`src/rtl/systolic_skew_feeder_pkg.sv`:
```
// -----------------------------------------------------------------------------
// systolic_skew_feeder_pkg
// Shared definitions for the systolic operand skew feeder: the FSM state type
// and the derivation helpers for lane count, step counter width and the index
// of the final step of an operation.
// -----------------------------------------------------------------------------
package systolic_skew_feeder_pkg;

    typedef enum logic [1:0] {
        ST_IDLE = 2'd0,
        ST_FEED = 2'd1,
        ST_DONE = 2'd2
    } feed_state_e;

    // Number of lanes: elements carried by one bus word.
    function automatic int calc_dim(input int bus_width, input int data_width);
        return bus_width / data_width;
    endfunction

    // Step counter must reach 2*DIM-2.
    function automatic int calc_step_w(input int dim);
        return (dim > 1) ? $clog2(2 * dim) : 1;
    endfunction

    // Index of the final skewed step of one operation.
    function automatic int last_step(input int dim);
        return (2 * dim) - 2;
    endfunction

endpackage

```
`src/rtl/systolic_skew_feeder_skew_lane.sv`:
```
// -----------------------------------------------------------------------------
// systolic_skew_feeder_skew_lane
// One skew lane: holds the DIM elements of one A row and one B column and
// presents element (step - LANE) of each, or zero with vld_o low when that
// index falls outside the row.
// Ports:
//   clk_i, rst_ni        clock, synchronous active-low reset
//   load_i               capture a_word_i/b_word_i into the lane buffer
//   upd_i                register the element selected by step_i
//   clr_i                force outputs to zero
//   a_word_i, b_word_i   operand words (also used directly on the load cycle)
//   step_i               step index that the outputs will show next cycle
//   a_elem_o, b_elem_o   registered lane elements
//   vld_o                registered element-valid flag
// -----------------------------------------------------------------------------
module systolic_skew_feeder_skew_lane
    import systolic_skew_feeder_pkg::*;
#(
    parameter int BUS_WIDTH  = 32,
    parameter int DATA_WIDTH = 8,
    parameter int DIM        = calc_dim(BUS_WIDTH, DATA_WIDTH),
    parameter int STEP_W     = calc_step_w(DIM),
    parameter int LANE       = 0
) (
    input  logic                  clk_i,
    input  logic                  rst_ni,
    input  logic                  load_i,
    input  logic                  upd_i,
    input  logic                  clr_i,
    input  logic [BUS_WIDTH-1:0]  a_word_i,
    input  logic [BUS_WIDTH-1:0]  b_word_i,
    input  logic [STEP_W-1:0]     step_i,
    output logic [DATA_WIDTH-1:0] a_elem_o,
    output logic [DATA_WIDTH-1:0] b_elem_o,
    output logic                  vld_o
);

    localparam logic [STEP_W-1:0] WIN_LO = STEP_W'(LANE);

    logic [BUS_WIDTH-1:0]  a_buf_r;
    logic [BUS_WIDTH-1:0]  b_buf_r;
    logic [BUS_WIDTH-1:0]  a_src_s;
    logic [BUS_WIDTH-1:0]  b_src_s;
    logic [STEP_W:0]       diff_s;
    logic                  in_win_s;
    logic [DATA_WIDTH-1:0] a_sel_s;
    logic [DATA_WIDTH-1:0] b_sel_s;

    // Element selection: the borrow bit of step-LANE flags steps before this
    // lane starts; the load cycle reads the incoming word since the buffer
    // only captures it on the same edge.
    always_comb begin
        a_src_s  = load_i ? a_word_i : a_buf_r;
        b_src_s  = load_i ? b_word_i : b_buf_r;
        diff_s   = {1'b0, step_i} - {1'b0, WIN_LO};
        in_win_s = !diff_s[STEP_W] && (diff_s[STEP_W-1:0] < STEP_W'(DIM));
        a_sel_s  = '0;
        b_sel_s  = '0;
        for (int j = 0; j < DIM; j++) begin
            a_sel_s = a_sel_s | (a_src_s[j*DATA_WIDTH +: DATA_WIDTH]
                                 & {DATA_WIDTH{diff_s[STEP_W-1:0] == STEP_W'(j)}});
            b_sel_s = b_sel_s | (b_src_s[j*DATA_WIDTH +: DATA_WIDTH]
                                 & {DATA_WIDTH{diff_s[STEP_W-1:0] == STEP_W'(j)}});
        end
    end

    // Lane buffer and registered lane outputs.
    always_ff @(posedge clk_i) begin
        if (!rst_ni) begin
            a_buf_r  <= '0;
            b_buf_r  <= '0;
            a_elem_o <= '0;
            b_elem_o <= '0;
            vld_o    <= 1'b0;
        end else begin
            if (load_i) begin
                a_buf_r <= a_word_i;
                b_buf_r <= b_word_i;
            end
            if (clr_i) begin
                a_elem_o <= '0;
                b_elem_o <= '0;
                vld_o    <= 1'b0;
            end else if (upd_i) begin
                a_elem_o <= in_win_s ? a_sel_s : '0;
                b_elem_o <= in_win_s ? b_sel_s : '0;
                vld_o    <= in_win_s;
            end
        end
    end

endmodule

```
`src/rtl/systolic_skew_feeder.sv`:
```
// -----------------------------------------------------------------------------
// systolic_skew_feeder
// Captures a DIMxDIM A-row block and B-column block on start_i and streams
// 2*DIM-1 skewed steps (lane k delayed k steps, zero padded) to a systolic
// array, with stall (hold_i), per-step valid, busy and done flags.
// Optional feature macro FLOW_CTRL_PRELOAD_EN: a start_i during FEED loads a
// shadow buffer, and the queued operation begins right after the last step
// with no IDLE/DONE gap.
// Ports:
//   clk_i, rst_ni   clock, synchronous active-low reset
//   start_i         begin an operation; operands sampled on the same edge
//   hold_i          stall request from the array
//   a_row_i         A rows, row r elem j at [r*BUS_WIDTH + j*DATA_WIDTH]
//   b_col_i         B columns, same packing
//   a_data_o        lane r A element at [r*DATA_WIDTH]
//   b_data_o        lane c B element, same packing
//   lane_vld_o      per-lane element-valid mask
//   valid_o         current step is live (not a stalled repeat)
//   step_o          current step index 0..2*DIM-2
//   busy_o          operation in progress
//   done_o          one-cycle pulse after the last step
// -----------------------------------------------------------------------------
module systolic_skew_feeder
    import systolic_skew_feeder_pkg::*;
#(
    parameter int BUS_WIDTH  = 32,
    parameter int DATA_WIDTH = 8,
    parameter int DIM        = calc_dim(BUS_WIDTH, DATA_WIDTH),
    parameter int STEP_W     = calc_step_w(DIM)
) (
    input  logic                      clk_i,
    input  logic                      rst_ni,
    input  logic                      start_i,
    input  logic                      hold_i,
    input  logic [DIM*BUS_WIDTH-1:0]  a_row_i,
    input  logic [DIM*BUS_WIDTH-1:0]  b_col_i,
    output logic [DIM*DATA_WIDTH-1:0] a_data_o,
    output logic [DIM*DATA_WIDTH-1:0] b_data_o,
    output logic [DIM-1:0]            lane_vld_o,
    output logic                      valid_o,
    output logic [STEP_W-1:0]         step_o,
    output logic                      busy_o,
    output logic                      done_o
);

    localparam logic [STEP_W-1:0] LAST_STEP = STEP_W'(last_step(DIM));

    feed_state_e              state_r;
    feed_state_e              state_nxt_s;
    logic [STEP_W-1:0]        step_r;
    logic [STEP_W-1:0]        step_nxt_s;
    logic                     valid_r;
    logic                     valid_nxt_s;
    logic                     busy_r;
    logic                     busy_nxt_s;
    logic                     done_r;
    logic                     done_nxt_s;
    logic                     load_s;
    logic                     upd_s;
    logic                     clr_s;
    logic                     last_acc_s;
    logic                     chain_s;
    logic [DIM*BUS_WIDTH-1:0] a_load_s;
    logic [DIM*BUS_WIDTH-1:0] b_load_s;

`ifdef FLOW_CTRL_PRELOAD_EN
    logic                     pending_r;
    logic                     shadow_cap_s;
    logic [DIM*BUS_WIDTH-1:0] a_shadow_r;
    logic [DIM*BUS_WIDTH-1:0] b_shadow_r;
`endif

    // Last-step acceptance, chaining decision and operand source for a load.
    always_comb begin
        last_acc_s = (state_r == ST_FEED) && !hold_i && (step_r == LAST_STEP);
`ifdef FLOW_CTRL_PRELOAD_EN
        // A start on the final accepted edge chains straight from the inputs;
        // otherwise a queued shadow block takes priority and start_i is dropped.
        chain_s      = last_acc_s && (pending_r || start_i);
        shadow_cap_s = (state_r == ST_FEED) && start_i && !pending_r && !last_acc_s;
        a_load_s     = pending_r ? a_shadow_r : a_row_i;
        b_load_s     = pending_r ? b_shadow_r : b_col_i;
`else
        chain_s  = 1'b0;
        a_load_s = a_row_i;
        b_load_s = b_col_i;
`endif
    end

`ifdef FLOW_CTRL_PRELOAD_EN
    // Shadow operand buffer and pending flag for the queued operation.
    always_ff @(posedge clk_i) begin
        if (!rst_ni) begin
            pending_r  <= 1'b0;
            a_shadow_r <= '0;
            b_shadow_r <= '0;
        end else if (chain_s) begin
            pending_r <= 1'b0;
        end else if (shadow_cap_s) begin
            pending_r  <= 1'b1;
            a_shadow_r <= a_row_i;
            b_shadow_r <= b_col_i;
        end
    end
`endif

    // State register and registered status outputs.
    always_ff @(posedge clk_i) begin
        if (!rst_ni) begin
            state_r <= ST_IDLE;
            step_r  <= '0;
            valid_r <= 1'b0;
            busy_r  <= 1'b0;
            done_r  <= 1'b0;
        end else begin
            state_r <= state_nxt_s;
            step_r  <= step_nxt_s;
            valid_r <= valid_nxt_s;
            busy_r  <= busy_nxt_s;
            done_r  <= done_nxt_s;
        end
    end

    // Next-state logic.
    always_comb begin
        state_nxt_s = state_r;
        case (state_r)
            ST_IDLE, ST_DONE: begin
                if (start_i) begin
                    state_nxt_s = ST_FEED;
                end else begin
                    state_nxt_s = ST_IDLE;
                end
            end
            ST_FEED: begin
                if (last_acc_s) begin
                    state_nxt_s = chain_s ? ST_FEED : ST_DONE;
                end else begin
                    state_nxt_s = ST_FEED;
                end
            end
            default: begin
                state_nxt_s = ST_IDLE;
            end
        endcase
    end

    // Output/datapath control for the coming cycle; a held step leaves the
    // lanes untouched so data and lane_vld_o stay frozen.
    always_comb begin
        step_nxt_s  = step_r;
        load_s      = 1'b0;
        upd_s       = 1'b0;
        clr_s       = 1'b0;
        valid_nxt_s = 1'b0;
        done_nxt_s  = 1'b0;
        case (state_r)
            ST_IDLE, ST_DONE: begin
                step_nxt_s = '0;
                if (start_i) begin
                    load_s      = 1'b1;
                    upd_s       = 1'b1;
                    valid_nxt_s = 1'b1;
                end else begin
                    clr_s = 1'b1;
                end
            end
            ST_FEED: begin
                if (hold_i) begin
                    step_nxt_s = step_r;
                end else if (step_r == LAST_STEP) begin
                    step_nxt_s = '0;
                    done_nxt_s = 1'b1;
                    if (chain_s) begin
                        load_s      = 1'b1;
                        upd_s       = 1'b1;
                        valid_nxt_s = 1'b1;
                    end else begin
                        clr_s = 1'b1;
                    end
                end else begin
                    step_nxt_s  = step_r + STEP_W'(1);
                    upd_s       = 1'b1;
                    valid_nxt_s = 1'b1;
                end
            end
            default: begin
                step_nxt_s = '0;
                clr_s      = 1'b1;
            end
        endcase
        busy_nxt_s = (state_nxt_s == ST_FEED);
    end

    for (genvar r = 0; r < DIM; r++) begin : g_lane
        systolic_skew_feeder_skew_lane #(
            .BUS_WIDTH  (BUS_WIDTH),
            .DATA_WIDTH (DATA_WIDTH),
            .DIM        (DIM),
            .STEP_W     (STEP_W),
            .LANE       (r)
        ) u_lane (
            .clk_i    (clk_i),
            .rst_ni   (rst_ni),
            .load_i   (load_s),
            .upd_i    (upd_s),
            .clr_i    (clr_s),
            .a_word_i (a_load_s[r*BUS_WIDTH +: BUS_WIDTH]),
            .b_word_i (b_load_s[r*BUS_WIDTH +: BUS_WIDTH]),
            .step_i   (step_nxt_s),
            .a_elem_o (a_data_o[r*DATA_WIDTH +: DATA_WIDTH]),
            .b_elem_o (b_data_o[r*DATA_WIDTH +: DATA_WIDTH]),
            .vld_o    (lane_vld_o[r])
        );
    end

    assign step_o  = step_r;
    assign valid_o = valid_r;
    assign busy_o  = busy_r;
    assign done_o  = done_r;

endmodule

```
`config.mk`:
```
export PLATFORM = sky130hd
export DESIGN_NAME = systolic_skew_feeder
export DESIGN_NICKNAME = d
export VERILOG_FILES = /design/src/rtl/systolic_skew_feeder_pkg.sv /design/src/rtl/systolic_skew_feeder_skew_lane.sv /design/src/rtl/systolic_skew_feeder.sv
export SDC_FILE = /design/constraint.sdc
export NUM_CORES = 1
export LEC_CHECK = 0
export CAP_MARGIN = 5
export CORE_MARGIN = 4
export CORE_UTILIZATION = 35
export CTS_BUF_LIST = sky130_fd_sc_hd__clkbuf_8
export CTS_CLUSTER_SIZE = 28
export DETAILED_ROUTE_END_ITERATION = 8
export PLACE_DENSITY = 0.65
export SLEW_MARGIN = 15
export SYNTH_ARGS = -nofsm -noshare
export SYNTH_HDL_FRONTEND = slang
export SYNTH_SLANG_ARGS = --single-unit
```
`constraint.sdc`:
```
create_clock -name clk_i -period 2.5 [get_ports clk_i]
set_clock_uncertainty 0.1 [all_clocks]
set_input_delay 0.5 -clock clk_i [delete_from_list [all_inputs] [get_ports clk_i]]
set_output_delay 0.5 -clock clk_i [all_outputs]
set_load 0.01 [all_outputs]
```
==> Yosys cells after proc, flatten, opt, wreduce, memory -nomap -nowiden <==
Cells that the tools add are included.
{ "word_totals": {"reg_bits": 332, "inputBits": 260, "out_inout_bits": 74, "wordCells": 154} }
{ "op_classes": {"addsub": 4, "order_cmp": 4, "n_eq_ne": 16, "n_mux": 31, "n_bitwise": 57, "n_reduce_logical": 17} }
{ "op_table": {"columns": ["operator", "count"], "rows": [
  ["8-bit AND", 32],
  ["32-bit 2-to-1 mux", 8],
  ["8-bit bitwise OR", 24],
  ["8-bit 2-to-1 mux", 8],
  ["3-bit by 2-bit == test with 1-bit output (second input constant)", 8],
  ["3-bit by 1-bit == test with 1-bit output (second input constant)", 4],
  ["3-bit logical NOT", 4],
  ["3-bit less-than comparator (second input constant)", 4],
  ["3-bit 2-to-1 mux", 3],
  ["1-bit 2-to-1 mux", 8],
  ["3-bit by 2-bit subtractor with 4-bit output (second input constant)", 2],
  ["1-bit logical AND", 5],
  ["2-bit by 1-bit == test with 1-bit output (second input constant)", 2],
  ["1-bit logical NOT", 4],
  ["1-bit one-hot mux with 2 select lines", 2],
  ["2-bit one-hot mux with 2 select lines", 1],
  ["2-bit OR reduction", 2],
  ["3-bit by 1-bit subtractor with 4-bit output (second input constant)", 1],
  ["3-bit by 1-bit adder with 3-bit output (second input constant)", 1],
  ["3-bit == test (second input constant)", 1],
  ["2-bit == test (second input constant)", 1],
  ["2-bit logical NOT", 1],
  ["2-bit 2-to-1 mux", 1],
  ["2-bit AND reduction", 1],
  ["1-bit NOT", 1]
]} }

==> Depth between registers and ports, before layout <==
Gate-level depths: netlist of the first run.
{ "logic_depth": {"depth_word": 11, "ltp_mapped": 11, "mapped_depth_nobuf": 8} }

==> Modules after synthesis <==
From an unflattened synthesis of the first run, not the netlist that was laid out.
{ "unflattened": {"cells_unflattened": 1327, "hier_area_um2": 13586.8} }
{ "by_module_without_submodules": {"columns": ["mod", "instances", "cells_per_inst", "area_each_um2", "seq_area_each_um2"], "rows": [
  ["systolic_skew_feeder_skew_lane at g_lane[3].u_lane", 1, 327, 3329.4, 1621.6],
  ["systolic_skew_feeder_skew_lane at g_lane[2].u_lane", 1, 321, 3316.9, 1621.6],
  ["systolic_skew_feeder_skew_lane at g_lane[1].u_lane", 1, 320, 3298.2, 1621.6],
  ["systolic_skew_feeder_skew_lane at g_lane[0].u_lane", 1, 321, 3289.4, 1621.6],
  ["systolic_skew_feeder", 1, 38, 352.8, 160.2]
]} }

==> Worst setup path before layout of the first run <==
No wires, ideal clock.
{ "synth_timing": {"path_kind": "input-to-reg", "start": "input port hold_i", "end": "register g_lane[3].u_lane.a_elem_o[6]", "setup_time_ns": 0.069, "arrival_time_ns": 2.296, "path_slack_ns": 0.036, "path_stages": 8, "cell_sequence": "and2_1 -> o211ai_1 -> clkbuf_1 -> inv_1 -> ha_1 -> a2111o_1 -> buf_6 -> o21ai_1"} }
{ "synth_between": {"elab_chain_cells": 9} }
{ "synth_rtl": {"columns": ["item", "line", "source"], "rows": [
  ["start, declared", "systolic_skew_feeder.sv:34", "input logic hold_i,"],
  ["3-bit 2-to-1 mux", "systolic_skew_feeder.sv:169", "if (hold_i) begin"],
  ["3-bit 2-to-1 mux", "systolic_skew_feeder.sv:157", "case (state_r)"],
  ["3-bit by 2-bit subtractor with 4-bit output", "systolic_skew_feeder_skew_lane.sv:55", "diff_s = {1'b0, step_i} - {1'b0, WIN_LO};"],
  ["3-bit by 1-bit == test with 1-bit output or 3-bit logical NOT (tied branches)", "systolic_skew_feeder_skew_lane.sv:61", "& {DATA_WIDTH{diff_s[STEP_W-1:0] == STEP_W'(j)}});"],
  ["8-bit AND", "systolic_skew_feeder_skew_lane.sv:61", null],
  ["8-bit bitwise OR (3 in a row)", "systolic_skew_feeder_skew_lane.sv:60", "a_sel_s = a_sel_s | (a_src_s[j*DATA_WIDTH +: DATA_WIDTH]"],
  ["8-bit 2-to-1 mux", "systolic_skew_feeder_skew_lane.sv:85", "a_elem_o <= in_win_s ? a_sel_s : '0;"],
  ["end signal, assigned", "systolic_skew_feeder_skew_lane.sv:85", null],
  ["end, declared", "systolic_skew_feeder_skew_lane.sv:33", "output logic [DATA_WIDTH-1:0] a_elem_o,"]
]} }
Parallel ways exist; a longest one is shown, timed or not.
A chain may end at the register's enable or synchronous reset.

==> Final worst setup path of the first run <==
{ "layout_timing": {"start": "input port hold_i", "end": "register g_lane[3].u_lane.a_elem_o[5]"} }
Same word-level chain as after synthesis.

==> results of run 1 <==
worst register-to-register path: cells and delay by family, from the launching register on:
| family | cells | cell delay (ns) |
|---|---|---|
| AND/OR/NAND/NOR | 2 | 0.30 |
| flip-flops | 1 | 0.43 |
| adder cells (fa/ha/maj) | 1 | 0.18 |
| buffers and inverters | 2 | 0.41 |
| AO/OA/AOI/OAI | 3 | 0.80 |
worst max-delay path by stage:
stage / from / endpoint / slack, ns / depth (start not counted)
global placement: hold_i / g_lane[3].u_lane.a_elem_o[3] / -0.43 / 10
finish: hold_i / g_lane[3].u_lane.a_elem_o[5] / 0.20 / 10
CTS: step_o[2] / step_o[2] / 0.11 / 1
detailed placement: hold_i / g_lane[3].u_lane.a_elem_o[5] / -0.46 / 10
global route: step_o[0] / g_lane[3].u_lane.a_elem_o[3] / 0.001 / 8
floorplan: hold_i / g_lane[3].u_lane.a_elem_o[6] / 0.04 / 8
cell families after synthesis:
logic type / after synthesis
AOI/OAI and AO/OA: 263
xor gates and xnor gates: 1
adders and majority gates: 3
buffers and inverters: 119
DFF: 332
muxes: 208
and+or+nand+nor: 475
registers in the layout, summed over array words and instances (netlist names):
signal	cells
state_r	2
valid_o	1
step_o	3
busy_o	1
g_lane.u_lane.a_elem_o	32
g_lane.u_lane.vld_o	4
g_lane.u_lane.b_elem_o	32
g_lane.u_lane.a_buf_r	128
done_o	1
g_lane.u_lane.b_buf_r	128
power by group through the flow:
stage	clock, W	combinational, W	sequential, W
global route	0.00547	0.00221	0.00572
finish	0.00506	0.00203	0.00569
detailed placement	0	0.00204	0.00581
floorplan	0	0.00101	0.00579
CTS	0.00524	0.00205	0.00570
global placement	0	0.00201	0.00580
cell type report:
class                   instances  area [µm²]  share of cell area [%]
clock buffers                  74        1018                   5.173
repair buffers                444        4628                   23.51
flip-flops and latches        332        6646                   33.76
clock inverters                31       185.2                  0.9405
well taps                     518       648.1                   3.292
multi-input cells             950        6536                   33.20
inverters                       7       26.28                  0.1335
per-layer routing:
metal,up-vias,part of all wire (%),global-route usage [%]
li1,5675,-,-
met4,6,1.6,4.610
met1,5428,44,25.06
met5,-,0.081,0
met3,63,6.6,5.225
met2,331,48,33.73
per-stage QoR:
stage	setup WS (ns)	util (%)	instance area, µm²
floorplan	0.03564	-	13700
global placement	-0.4276	47.84	18490
detailed placement	-0.4601	47.84	18490
CTS	0.1148	50.95	19690
global route	0.001109	50.95	19690
finish	0.2025	50.95	19690
cells in the final DEF, fill, tap and decap left out, types with 3 or more instances in the layout:
cell / n
nor2_1: 68
mux2i_1: 208
clkbuf_8: 74
ha_1: 3
nor3_1: 33
clkdlybuf4s50_1: 330
o221a_2: 15
buf_4: 74
nor2b_1: 210
o21ai_0: 21
dfxtp_1: 332
and2_1: 4
buf_12: 37
a211oi_1: 17
nand3_1: 35
nand2b_1: 4
nand2_1: 102
o221ai_1: 16
clkinv_2: 7
o21a_1: 3
o21ai_1: 15
a21bo_2: 16
inv_1: 25
a21oi_1: 20
a21boi_0: 48
and3_1: 3
o22ai_1: 80
==> impl_metrics.py, run 1 <==
metrics = {
    "status": {
        "status": "completed",
    },
    "synth": {
        "ys_seq_elements": 332,
        "synthFlopType": "dfxtp_1",
        "synth_xor_area_share_pct": 0.06393,
        "yosys.area.top_type": "dfxtp_1",
        "syn_nets": 1664,
        "synthTopCellsByCount": "dfxtp_1, nor2b_1, mux2i_1, nand2_1, o22ai_1",
        "synth-edff-count": 0,
        "yosysSeqAreaShare_pct": 48.51,
        "avgSynthCellArea_um2": 9.779,
        "synthMuxAreaShare_pct": 15.20,
        "synth_top_area_share_pct": 48.51,
        "synth.distinct_cells": 51,
        "synth_area_leaders": "dfxtp_1, mux2i_1, nor2b_1, o22ai_1, nand2_1",
        "synth_compound_area_share_pct": 13.62,
        "synthArstFlopShare_pct": 0,
        "synth_cells": 1401,
        "yosysMostFrequentCell": "dfxtp_1",
        "syn_area_um2": 13700,
        "synthSimpleGateAreaFrac_pct": 18.26,
        "synth_top_family_by_area": "simple AND/OR/NAND/NOR gates",
        "synth_adder_area_share_pct": 0.2740,
        "yosys_warnings": 0,
    },
    "pwr": {
        "total_power_w": 0.01278,
        "leakage_nw": 7.929,
        "power_frac_clock_pct": 39.6,
        "vdd_ir_drop_max_mv": 0.5163,
        "p_per_area_nw_per_um2": 649.3,
        "seq_power_share_pct": 44.5,
        "netSwitchingFraction_pct": 25.32,
        "p_int_w": 0.009547,
        "comb_power_share_pct": 15.9,
        "switchingPower_w": 0.003237,
    },
    "worst_setup_path": {
        "slowest_stage": "clkdlybuf4s50_1",
        "critPathBufInv": 3,
        "start_kind": "primary input",
        "crit_chain": "clkdlybuf4s50_1 > and4bb_1 > a21oi_1 > nor2_2 > inv_2 > ha_1 > nand2_1 > a2111o_1 > buf_4 > o21ai_0",
        "reg2reg_slack_ns": 0.22,
        "reg2reg_from": "step_o[0]",
        "crit_type": "in2reg",
        "worstPathArrival_ns": 2.74,
        "crit_required_ns": 2.95,
        "endpoint_kind": "flip-flop",
        "ff2ff_path_depth": 8,
        "crit_fanout": 16,
        "slowest_delay_ns": 0.65,
        "reg2reg_to": "g_lane[3].u_lane.a_elem_o[5]",
        "critPathTopFamily": "buffers and inverters",
    },
    "timing": {
        "rsz0062_at_grt": "no",
        "fin_tns_setup_ns": 0,
        "max-slew-margin-rel_pct": 66.37,
        "hold_violations": 0,
        "setup_viol": 0,
        "fmax_mhz": 435.3,
        "slew_viol_final": 0,
        "worst-slew-pin-transition_ns": 0.5045,
        "period_minus_slack_ns": 2.298,
        "hold_ws_ns": 0.1470,
        "finalCritPeriodShare_pct": 91.90,
    },
    "layout": {
        "area_delta_synth_final_pct": 43.71,
        "instances_no_fill": 2356,
        "drive_gt1_share_pct": 13.33,
        "diodes": 0,
        "n_fill_cell": 3525,
        "nNetsFinal": 2055,
    },
    "clocking": {
        "cts_buffers": 57,
        "clk_latency_ns": 0.62,
        "cts_tree": "built",
        "ctsHoldBuffers": 0,
        "htreeDepth": 2,
        "ctsResizeCount": 2,
        "clkTransAtPathRegs_ns": 0.06,
        "cts_root_buffer": "clkbuf_8",
        "cts_setup_buffers": 0,
        "clock-sinks": 332,
        "cts.path.max_buffers": 3,
    },
    "placement": {
        "dp_hpwl_mm": 30.01,
        "gp_congestion": 0.7977,
        "dp_cells": 2251,
        "port_buffers": 333,
    },
    "flow_run": {
        "maxCapViolCount": 0,
    },
    "die": {
        "dieArea_um2": 42370,
        "start_util_pct": 35.45,
        "die_w_um": 205.9,
        "ios": 334,
        "num_rows": 72,
        "core_area_um2": 38650,
        "die_h_um": 205.9,
    },
    "drt": {
        "drt_iter0_drc": 425,
        "ant_nets": 0,
        "via_per_inst": 4.882,
        "vias": 11500,
        "wl_per_cell_um": 18.41,
        "drcViolationCount": 0,
        "routed_wirelength_mm": 43.38,
        "drtPass1Iterations": 5,
    },
    "min_path": {
        "min_to": "state_r[0]",
        "hp-class": "in2reg",
        "holdCritStartpoint": "rst_ni",
        "hold_path_depth": 3,
    },
    "grt": {
        "grt.total_usage_pct": 19.74,
        "grt_pass1_vias": 12130,
        "antenna_found_initial": 3,
        "grt_pass1_wl_mm": 66.07,
        "grt_start_max_net_pins": 136,
        "overflow": 0,
    },
}
No activity file was read; power rests on OpenSTA's default activity.
==> inputs of run 2 (changes only) <==
--- a/config.mk
+++ b/config.mk
@@ -7,12 +7,13 @@
 export LEC_CHECK = 0
 export CAP_MARGIN = 5
 export CORE_MARGIN = 4
-export CORE_UTILIZATION = 35
+export CORE_UTILIZATION = 46
 export CTS_BUF_LIST = sky130_fd_sc_hd__clkbuf_8
 export CTS_CLUSTER_SIZE = 28
 export DETAILED_ROUTE_END_ITERATION = 8
-export PLACE_DENSITY = 0.65
-export SLEW_MARGIN = 15
+export GPL_ROUTABILITY_DRIVEN = 0
+export PLACE_DENSITY = 0.81
+export SLEW_MARGIN = 20
 export SYNTH_ARGS = -nofsm -noshare
 export SYNTH_HDL_FRONTEND = slang
 export SYNTH_SLANG_ARGS = --single-unit
==> run 2 against run 1 <==
Combinational power barely moved. Core utilization rose by 16 points. Sequential power barely moved. Highest routed layer is now met4. Worst setup slack got worse by 0.057 ns. Wire length fell by 5.0%. Power fell by 0.75%. Non-clock buffer count fell by 8. Cell count fell by 6.5%. Count of clock-buffer cells in the layout fell by 2. First-iteration DRC count rose by 70%. Final area fell by 1.6%.
==> impl_metrics.py, run 2 (synthesis gave the netlist of run 1 again) <==
metrics = {
    "pwr": {
        "vdd_ir_drop_max_mv": 0.4225,
        "total_power_w": 0.01269,
        "p_int_w": 0.009541,
        "power_frac_clock_pct": 39.3,
        "leakage_nw": 7.814,
        "seq_power_share_pct": 44.9,
        "p_per_area_nw_per_um2": 655.2,
        "switchingPower_w": 0.003148,
        "netSwitchingFraction_pct": 24.81,
        "comb_power_share_pct": 15.8,
    },
    "grt": {
        "grt_start_max_net_pins": 144,
        "grt_pass1_wl_mm": 65.25,
        "grt.total_usage_pct": 24.23,
        "overflow": 0,
        "grt_pass1_vias": 12540,
        "antenna_found_initial": 0,
    },
    "timing": {
        "period_minus_slack_ns": 2.354,
        "fmax_mhz": 424.7,
        "setup_ws_ns": 0.1457,
        "rsz0062_at_grt": "no",
        "worst-slew-pin-transition_ns": 0.5739,
        "slew_viol_final": 0,
        "finalCritPeriodShare_pct": 94.17,
        "max-slew-margin-rel_pct": 61.74,
        "setup_viol": 0,
        "hold_violations": 0,
    },
    "drt": {
        "vias": 11740,
        "ant_nets": 0,
        "routed_wirelength_mm": 41.23,
        "wl_per_cell_um": 18.71,
        "drt_iter0_drc": 724,
        "drtPass1Iterations": 5,
        "via_per_inst": 5.328,
        "drcViolationCount": 0,
    },
    "worst_setup_path": {
        "ff2ff_path_depth": 8,
        "crit_required_ns": 1.90,
        "slowest_stage": "clkdlybuf4s50_1",
        "critPathBufInv": 1,
        "worstPathArrival_ns": 1.75,
        "reg2reg_slack_ns": 0.18,
        "crit_type": "reg2out",
        "crit_start": "step_o[1]",
        "reg2reg_from": "step_o[1]",
        "start_kind": "flip-flop",
        "endpoint_kind": "primary output",
        "slowest_delay_ns": 0.68,
        "critPathTopFamily": "buffers and inverters",
        "crit_fanout": 10,
        "reg2reg_to": "g_lane[3].u_lane.a_elem_o[1]",
        "path_depth": 1,
        "crit_chain": "clkdlybuf4s50_1",
        "cp-endpoint": "step_o[1]",
    },
    "min_path": {
        "hp-class": "in2reg",
    },
    "die": {
        "die_w_um": 180.6,
        "die_h_um": 180.6,
        "ios": 334,
        "dieArea_um2": 32610,
        "core_area_um2": 29010,
        "num_rows": 62,
        "start_util_pct": 47.22,
    },
    "placement": {
        "port_buffers": 333,
        "place_ws_ns": -0.3917,
        "dp_hpwl_mm": 28.38,
        "dp_cells": 2109,
    },
    "clocking": {
        "clkTransAtPathRegs_ns": 0.06,
        "clk_latency_ns": 0.57,
        "cts_root_buffer": "clkbuf_8",
        "clock-sinks": 332,
        "htreeDepth": 2,
        "cts_buffers": 54,
        "cts_tree": "built",
        "ctsHoldBuffers": 0,
        "cts.path.max_buffers": 3,
    },
    "layout": {
        "diodes": 0,
        "instances_no_fill": 2204,
        "area_delta_synth_final_pct": 41.36,
        "reg_top3": "g_lane.u_lane.a_buf_r x128, g_lane.u_lane.b_buf_r x128",
        "final_common_cell": "clkdlybuf4s50_1",
        "mostFrequentLayoutCells": "clkdlybuf4s50_1, dfxtp_1, nor2b_1",
        "drive_gt1_share_pct": 13.08,
        "nNetsFinal": 2044,
        "fin_util_pct": 66.75,
    },
    "flow_run": {
        "maxCapViolCount": 0,
    },
    "status": {
        "status": "completed",
    },
}
==> run 2: timing repair <==
item	CTS	global route
endpoints found under the setup margin	0	2
buffers inserted	0	0
gates resized for setup	0	2
==> run 2: power groups by stage <==
stage | logic, W | registers [W] | clock network, W
after floorplan | 0.00101 | 0.00579 | 0
after global placement | 0.00195 | 0.00579 | 0
after detailed placement | 0.00199 | 0.00581 | 0
after CTS | 0.00200 | 0.00570 | 0.00509
after global routing | 0.00216 | 0.00572 | 0.00533
final | 0.00200 | 0.00570 | 0.00499
==> run 2: per-layer routing <==
| metal | track usage [%] | vias up | share of wire [%] |
|---|---|---|---|
| li1 | - | 5657 | - |
| met2 | 42.44 | 462 | 49 |
| met5 | 0 | - | 0 |
| met1 | 29.96 | 5546 | 42 |
| met3 | 5.087 | 77 | 6.8 |
| met4 | 7.562 | 0 | 2.8 |
==> run 2: area by class of cell <==
class / count / area [µm²]
fill: 2268 / 9646
clock buffer: 72 / 991.0
timing repair buffer: 436 / 4508
sequential: 332 / 6649
tap: 384 / 480.5
multi-input combinational: 950 / 6533
inverter: 7 / 26.28
clock inverter: 23 / 180.2
==> run 2: worst register-to-register path: cells and delay by family, from the launching register on <==
family	cells	cell delay [ns]
AO/OA/AOI/OAI	3	0.82
adder cells (fa/ha/maj)	1	0.19
buffers and inverters	2	0.40
AND/OR/NAND/NOR	2	0.24
flip-flops	1	0.52
==> run 2: how the worst min path moves through the flow <==
stage	start	to	slack (ns)	cells after the start
after detailed placement	g_lane[3].u_lane.vld_o	g_lane[3].u_lane.vld_o	0.35	2
after global routing	rst_ni	step_o[0]	0.21	2
after floorplan	g_lane[2].u_lane.vld_o	g_lane[2].u_lane.vld_o	0.33	2
final	rst_ni	step_o[2]	0.24	2
after global placement	g_lane[2].u_lane.vld_o	g_lane[2].u_lane.vld_o	0.34	2
after CTS	rst_ni	g_lane[3].u_lane.a_buf_r[11]	0.21	2
==> run 2: through the flow <==
stage	TNS (ns)	hold slack (ns)	instance area, µm²
after global placement	-15.10	0.3390	18190
after floorplan	0	0.3322	13700
final	0	0.2385	19370
after CTS	0	0.2086	19360
after detailed placement	-18.77	0.3547	18190
after global routing	0	0.2123	19370
==> inputs of run 3 (changes only) <==
--- a/config.mk
+++ b/config.mk
@@ -9,7 +9,6 @@
 export CORE_MARGIN = 4
 export CORE_UTILIZATION = 46
 export CTS_BUF_LIST = sky130_fd_sc_hd__clkbuf_8
-export CTS_CLUSTER_SIZE = 28
 export DETAILED_ROUTE_END_ITERATION = 8
 export GPL_ROUTABILITY_DRIVEN = 0
 export PLACE_DENSITY = 0.81
==> results of run 3 <==
The final DEF is identical to that of run 2; final timing and power are the same.
